`src/rtl/flash_sample_fetch.sv`:
```
// Fetches one 32-bit song word per handshake from the flash Avalon-MM slave and
// holds it for the audio output stage, stepping the word address with wrap-around.
module flash_sample_fetch #(
  parameter int                ADDR_W     = 23,
  parameter logic [ADDR_W-1:0] START_ADDR = 23'h000000,
  parameter logic [ADDR_W-1:0] END_ADDR   = 23'h07FFFF
) (
  input  logic              clk50,
  input  logic              reset,
  input  logic              play,
  input  logic              direction,
  input  logic              restart,
  input  logic              change,
  input  logic              flash_mem_waitrequest,
  input  logic              flash_mem_readdatavalid,
  input  logic [31:0]       flash_mem_readdata,
  output logic              flash_mem_read,
  output logic [ADDR_W-1:0] flash_mem_address,
  output logic [3:0]        flash_mem_byteenable,
  output logic [31:0]       audio_data_in,
  output logic              finished
);

  localparam logic [2:0] S_IDLE  = 3'd0;
  localparam logic [2:0] S_REQ   = 3'd1;
  localparam logic [2:0] S_WAIT  = 3'd2;
  localparam logic [2:0] S_READY = 3'd3;
  localparam logic [2:0] S_STEP  = 3'd4;

  logic [2:0]        state;
  logic [2:0]        state_nxt;
  logic [ADDR_W-1:0] addr;
  logic              restart_pend;
  logic              restart_dir;

  function automatic logic [ADDR_W-1:0] step_addr(input logic [ADDR_W-1:0] a,
                                                  input logic fwd);
    if (fwd) return (a == END_ADDR) ? START_ADDR : a + 1'b1;
    return (a == START_ADDR) ? END_ADDR : a - 1'b1;
  endfunction

  function automatic logic [ADDR_W-1:0] restart_addr(input logic fwd);
    return fwd ? START_ADDR : END_ADDR;
  endfunction

  always_comb begin
    state_nxt = state;
    case (state)
      S_IDLE:  if (play) state_nxt = S_REQ;
      S_REQ:   if (!flash_mem_waitrequest) state_nxt = S_WAIT;
      S_WAIT:  if (flash_mem_readdatavalid) state_nxt = S_READY;
      // restart outranks change: the held word is refetched from the new address
      S_READY: begin
        if (restart)     state_nxt = play ? S_REQ : S_IDLE;
        else if (change) state_nxt = S_STEP;
      end
      S_STEP:  state_nxt = play ? S_REQ : S_IDLE;
      default: state_nxt = S_IDLE;
    endcase
  end

  always_ff @(posedge clk50 or posedge reset) begin
    if (reset) begin
      state          <= S_IDLE;
      addr           <= START_ADDR;
      restart_pend   <= 1'b0;
      restart_dir    <= 1'b1;
      flash_mem_read <= 1'b0;
      audio_data_in  <= 32'h0;
      finished       <= 1'b0;
    end else begin
      state          <= state_nxt;
      flash_mem_read <= (state_nxt == S_REQ);
      finished       <= (state_nxt == S_READY);
      if (state == S_WAIT && flash_mem_readdatavalid)
        audio_data_in <= flash_mem_readdata;
      // a restart during a bus transaction is parked until STEP so the address stays put
      case (state)
        S_IDLE, S_READY: begin
          if (restart) begin
            addr         <= restart_addr(direction);
            restart_pend <= 1'b0;
          end
        end
        S_REQ, S_WAIT: begin
          if (restart) begin
            restart_pend <= 1'b1;
            restart_dir  <= direction;
          end
        end
        S_STEP: begin
          if (restart)           addr <= restart_addr(direction);
          else if (restart_pend) addr <= restart_addr(restart_dir);
          else                   addr <= step_addr(addr, direction);
          restart_pend <= 1'b0;
        end
        default: ;
      endcase
    end
  end

  assign flash_mem_address    = addr;
  assign flash_mem_byteenable = 4'b1111;

endmodule
```
`config.mk`:
```
export PLATFORM = sky130hd
export DESIGN_NAME = flash_sample_fetch
export DESIGN_NICKNAME = d
export VERILOG_FILES = /design/src/rtl/flash_sample_fetch.sv
export SDC_FILE = /design/constraint.sdc
export NUM_CORES = 1
export LEC_CHECK = 0
export ABC_AREA = 1
export BUFFER_PORTS_ARGS = -buffer_cell sky130_fd_sc_hd__buf_2
export CORE_MARGIN = 1.5
export CORE_UTILIZATION = 40
export DETAILED_ROUTE_END_ITERATION = 8
export GPL_TIMING_DRIVEN = 0
export SKIP_CTS_REPAIR_TIMING = 1
export SLEW_MARGIN = 10
export SYNTH_ARGS = -nofsm -noshare
export SYNTH_HDL_FRONTEND = slang
export SYNTH_SLANG_ARGS = --single-unit
```
`constraint.sdc`:
```
create_clock -name clk50 -period 3.05 [get_ports clk50]
set_clock_uncertainty 0.1 [all_clocks]
set_input_delay 0.915 -clock clk50 [delete_from_list [all_inputs] [get_ports clk50]]
set_output_delay 0.915 -clock clk50 [all_outputs]
set_load 0.005 [all_outputs]
```
==> results of run 1 <==
-- layer usage --
metal	wire [microns]	track usage, %	up-vias
met5	0	0	-
met4	302	9.27	0
met3	889	5.15	31
met2	5940	38.3	165
met1	5460	29.5	2023
li1	-	-	2213
-- state kept, by name (all words and copies together) (netlist names) --
signal and count:
finished 1, flash_mem_read 1, audio_data_in 32, flash_mem_address 23, restart_dir 1, state 3, restart_pend 1
-- cell families after synthesis --
family          after synthesis  synth area share [%]
compound gates               50                  7.09
buf+inv                      92                  10.0
simple gates                419                  43.1
other cells                   1                0.0878
xor+xnor                     12                  2.46
fa+ha+maj                     3                 0.879
flops                        62                  36.4
-- path summary, 6_finish.rpt --
check,endpoint
max,flash_mem_address[15]$_DFFE_PP0P_
min,audio_data_in[7]$_DFFE_PP0P_
max reg2reg,flash_mem_address[15]$_DFFE_PP0P_
min reg2reg,audio_data_in[7]$_DFFE_PP0P_
max in group asynchronous,flash_mem_address[5]$_DFFE_PP0P_
min in group asynchronous,audio_data_in[17]$_DFFE_PP0P_
-- critical path: stages (launching register included) --
cell	delay, ps
dfrtp_1	460
ha_1	360
nand2_1	110
nor2_1	180
nand2_2	140
nor2_4	160
nand3_2	110
nand2_2	180
inv_2	70
nand3_1	70
nand2_1	50
nand2_1	50
a21oi_1	60
-- cells in the final DEF, fill, tap and decap left out, types with 5 or more instances in the layout --
cell and count:
o21ai_0 8, nor2_2 14, buf_6 6, nand3_2 5
clkbuf_8 10, inv_2 7, nand2_2 7, o21ai_1 8
nand4_1 14, xor2_1 11, nor2_4 5, dfrtp_1 61
nand3_1 45, buf_2 110, buf_4 5, a21oi_1 18
nor3_1 9, inv_1 51, nor2_1 69, nand2_1 244
-- power groups by stage --
stage	combinational (mW)	sequential [mW]	clock (mW)
3_5_place_dp	2.35	1.45	0
4_1_cts	2.35	1.45	0.762
3_3_place_gp	2.32	1.44	0
6_report	2.35	1.45	0.736
5_1_grt	2.65	1.50	0.794
2_1_floorplan	1.58	1.46	0
-- through the flow --
step | setup slack (ps) | total power [mW] | instance area [sq um] | setup TNS (ps)
2_1_floorplan | 495 | 3.03 | 4280 | 0
3_3_place_gp | -352 | 3.76 | 4920 | -21090
3_5_place_dp | 501 | 3.80 | 4930 | 0
4_1_cts | 825 | 4.56 | 5110 | 0
5_1_grt | 658 | 4.94 | 5110 | 0
6_report | 816 | 4.53 | 5110 | 0
-- cell type report --
class | count | area share, %
plain buffers | 32 | 3.99
clock buffers | 11 | 2.76
clock inverters | 3 | 0.905
inverters | 60 | 4.45
multi-input cells | 488 | 45.0
flip-flops and latches | 62 | 30.4
well taps | 136 | 3.33
repair buffers | 94 | 9.20
==> results.sh, run 1 <==
export IMPL_worstHoldStart="audio_data_in[7]$_DFFE_PP0P_"
export IMPL_syn_inst=639
export IMPL_startpoint_type="register"
export IMPL_synth_ff_type="dfrtp_1"
export IMPL_gp_congestion=0.998
export IMPL_holdWs_ps=380
export IMPL_multi_input_area_sq_um=2300
export IMPL_p_sw_share_pct=45.7
export IMPL_fill_cells=1070
export IMPL_synth_common_cells="nand2_1, nor2_1, dfrtp_1, inv_1, nand3_1"
export IMPL_ctsHtreeMaxLevel=3
export IMPL_rsz0062_at_grt="false"
export IMPL_cp_arrival_ps=2350
export IMPL_hp_class="register to register"
export IMPL_die_area_sq_um=11300
export IMPL_die_y_microns=106
export IMPL_grt_pass1_vias=4125
export IMPL_clk_latency_ps=350
export IMPL_firstDrtPassIters=5
export IMPL_drive_gt1_share_pct=24.3
export IMPL_n_antenna_cell=0
export IMPL_cp_end_kind="register"
export IMPL_area_growth_pct=19.7
export IMPL_seq_area_sq_um=1550
export IMPL_cp_required_ps=3170
export IMPL_synth_edf_count=0
export IMPL_ys_seq_elements=62
export IMPL_cts_buffer_depth=2
export IMPL_wirelength_mm=12.6
export IMPL_overflow=0
export IMPL_r2r_worst_path_cells=12
export IMPL_io_pins=101
export IMPL_internal_power_mw=2.46
export IMPL_async_reset_ff_share_pct=100
export IMPL_yosys_warnings=0
export IMPL_portBuffers=94
export IMPL_ys_types=40
export IMPL_hold_depth=2
export IMPL_cp_startpoint="flash_mem_address[0]$_DFFE_PP0P_"
export IMPL_critPathKind="register to register"
export IMPL_clockPowerShare_pct=16.2
export IMPL_fin_crit_ps=2230
export IMPL_max_freq_mhz=448
export IMPL_synth_area_per_cell_sq_um=6.68
export IMPL_max_cap_violations=0
export IMPL_start_util_pct=41.4
export IMPL_grt_pass1_wl_mm=20.5
export IMPL_regToRegSetupSlack_ps=820
export IMPL_cts_tree="done"
export IMPL_instances_no_fill=886
export IMPL_synth_cell_area_sq_um=4270
export IMPL_min_period_over_period_pct=73.3
export IMPL_clockRootBuffer="clkbuf_8"
export IMPL_pwr_density_cell_nw_per_um2=887
export IMPL_cts_clk_slew_worst_paths_ps=70
export IMPL_drt_iter0_drc=316
export IMPL_ir_drop_mv=0.458
export IMPL_dpl_hpwl_mm=9.38
export IMPL_final_util_pct=49.5
export IMPL_numCtsBuffers=9
export IMPL_antenna_found_initial=0
export IMPL_ys_seq_area_share_pct=36.4
export IMPL_vias_per_cell=5.00
export IMPL_antenna_left=0
export IMPL_yosysTopAreaCell="dfrtp_1"
export IMPL_yosysMostFrequentCell="nand2_1"
export IMPL_cp_max_fo=6
export IMPL_p_sw_mw=2.07
export IMPL_status="completed"
export IMPL_core_area_sq_um=10300
export IMPL_worstMarginPinSlew_ps=782
export IMPL_die_width_microns=106
export IMPL_hold_viol_final=0
export IMPL_dr_total_vias=4432
export IMPL_grt_max_degree=63
export IMPL_rows=37
export IMPL_combPwrFrac_pct=51.8
export IMPL_final_setup_viol_count=0
export IMPL_ys_top_cells_by_area="dfrtp_1, nand2_1, nor2_1"
export IMPL_slew_headroom_pct=47.8
export IMPL_track_usage_pct=23.3
export IMPL_p_leak_nw=2.71
export IMPL_synth_top_cell_area_share_pct=35.7
export IMPL_drc_errors=0
export IMPL_rr_startpoint="flash_mem_address[0]$_DFFE_PP0P_"
export IMPL_nets=790
export IMPL_slew_violations=0
export IMPL_routedWlPerCell_microns=14.2
export IMPL_dp_cells=872
export IMPL_seq_power_share_pct=32.0
export IMPL_clock_sinks=62
Power figures use the tool's default switching activity.
==> run 2: changes to the inputs <==
Clock period 3.05 ns to 2.05 ns, I/O delays scaled along.
==> results.sh, run 2 (synthesis results as in run 1) <==
export IMPL_cp_required_ps=2180
export IMPL_vias_per_cell=4.94
export IMPL_dr_total_vias=4414
export IMPL_die_y_microns=106
export IMPL_p_leak_nw=2.75
export IMPL_drive_gt1_share_pct=26.8
export IMPL_slew_violations=0
export IMPL_max_freq_mhz=514
export IMPL_min_period_over_period_pct=94.9
export IMPL_fill_cells=1073
export IMPL_ctsHtreeMaxLevel=3
export IMPL_pwr_density_cell_nw_per_um2=1310
export IMPL_drc_errors=0
export IMPL_slew_headroom_pct=59.0
export IMPL_routedWlPerCell_microns=14.1
export IMPL_io_pins=101
export IMPL_largest_register_ffs=32
export IMPL_fin_crit_ps=1940
export IMPL_area_growth_pct=23.3
export IMPL_grt_max_degree=26
export IMPL_start_util_pct=41.4
export IMPL_setup_tns_ps=0
export IMPL_firstDrtPassIters=5
export IMPL_dpl_hpwl_mm=9.66
export IMPL_grt_pass1_vias=4282
export IMPL_critPathKind="register to register"
export IMPL_worstMarginPinSlew_ps=615
export IMPL_clk_latency_ps=350
export IMPL_clock_sinks=62
export IMPL_nets=795
export IMPL_die_width_microns=106
export IMPL_clockRootBuffer="clkbuf_8"
export IMPL_final_common_cell="nand2_1"
export IMPL_final_util_pct=51.0
export IMPL_antenna_left=0
export IMPL_rows=37
export IMPL_portBuffers=94
export IMPL_grt_pass1_wl_mm=20.8
export IMPL_gp_congestion=0.979
export IMPL_core_area_sq_um=10300
export IMPL_n_antenna_cell=0
export IMPL_cts_tree="done"
export IMPL_final_setup_viol_count=0
export IMPL_cp_arrival_ps=2080
export IMPL_cp_end_kind="register"
export IMPL_overflow=0
export IMPL_cp_max_fo=8
export IMPL_regMostFlops="audio_data_in"
export IMPL_drt_iter0_drc=319
export IMPL_hp_class="input port to async pin"
export IMPL_track_usage_pct=23.6
export IMPL_die_area_sq_um=11300
export IMPL_max_cap_violations=0
export IMPL_ir_drop_mv=0.590
export IMPL_antenna_found_initial=0
export IMPL_startpoint_type="register"
export IMPL_cts_buffer_depth=2
export IMPL_hold_viol_final=0
export IMPL_wirelength_mm=12.6
export IMPL_numCtsBuffers=9
export IMPL_status="completed"
export IMPL_cts_clk_slew_worst_paths_ps=70
export IMPL_final_cell_mix="nand2_1, buf_2, nor2_1"
-- run 2: changes by cell type in the layout (fill, tap and decap cells not counted), moves of 2 or more --
cell,previous run,this run
buf_4,5,8
dfrtp_1,61,56
dfrtp_2,0,5
ha_1,3,1
inv_6,0,2
nand3_2,5,3
nand3_4,0,2
nor2_1,69,65
nor2_2,14,16
nor2_4,5,7
-- run 2: worst max-delay path: stages, from the launching register on --
cell     delay [ps]
dfrtp_2         460
inv_1           130
ha_1            170
nand2_1         120
nor2_4          170
nand4_2         280
nand2_1         170
nor2_1          100
nand3_1          90
o21ai_1          60
-- run 2: final cells by class --
| type | count | area [sq um] | share of cell area, % |
|---|---|---|---|
| Sequential cell | 62 | 1560 | 29.6 |
| Tap cell | 136 | 170 | 3.23 |
| Multi-Input combinational cell | 488 | 2360 | 44.8 |
| Buffer | 32 | 205 | 3.90 |
| Clock inverter | 7 | 80.1 | 1.52 |
| Clock buffer | 9 | 124 | 2.35 |
| Timing Repair Buffer | 99 | 541 | 10.3 |
| Inverter | 60 | 229 | 4.35 |
-- run 2: stage by stage --
stage	instance area, sq um	power [mW]	instances	setup WS [ps]	hold slack, ps
floorplan	4290	4.51	642	180	372
global placement	4930	5.59	872	-184	358
detailed placement	4970	5.69	874	-219	362
CTS	5180	6.85	890	-209	166
global route	5270	7.53	893	-1.53	190
finish	5270	6.90	893	105	172
-- run 2: power by group --
| group | internal, mW | leakage, nW | switching (mW) | total, mW |
|---|---|---|---|---|
| combinational | 1.37 | 1.90 | 2.23 | 3.60 |
| sequential | 1.77 | 0.750 | 0.402 | 2.17 |
| clock | 0.578 | 0.102 | 0.547 | 1.12 |
| total | 3.72 | 2.75 | 3.18 | 6.90 |
-- run 2: path summary, 6_finish.rpt --
| path | slack, ps | start | cells past startpoint | end |
|---|---|---|---|---|
| setup / recovery | 110 | flash_mem_address[0]$_DFFE_PP0P_ | 9 | flash_mem_address[21]$_DFFE_PP0P_ |
| min in group clk50 | 340 | flash_mem_readdata[6] | 3 | audio_data_in[6]$_DFFE_PP0P_ |
| hold / removal | 170 | reset | 2 | audio_data_in[29]$_DFFE_PP0P_ |
| max in group asynchronous | 970 | reset | 4 | restart_dir$_DFFE_PP1P_ |
| hold reg to reg | 380 | audio_data_in[23]$_DFFE_PP0P_ | 2 | audio_data_in[23]$_DFFE_PP0P_ |
| setup reg to reg | 110 | flash_mem_address[0]$_DFFE_PP0P_ | 9 | flash_mem_address[21]$_DFFE_PP0P_ |
-- run 2: per-layer routing --
metal	GRT usage (%)	wire length, microns	up-vias	part of all wire, %
met5	0	0	-	0
met4	10.8	372	0	3.0
met3	4.90	679	29	5.4
met2	38.8	5890	140	47
met1	29.8	5650	2017	45
li1	-	-	2228	-
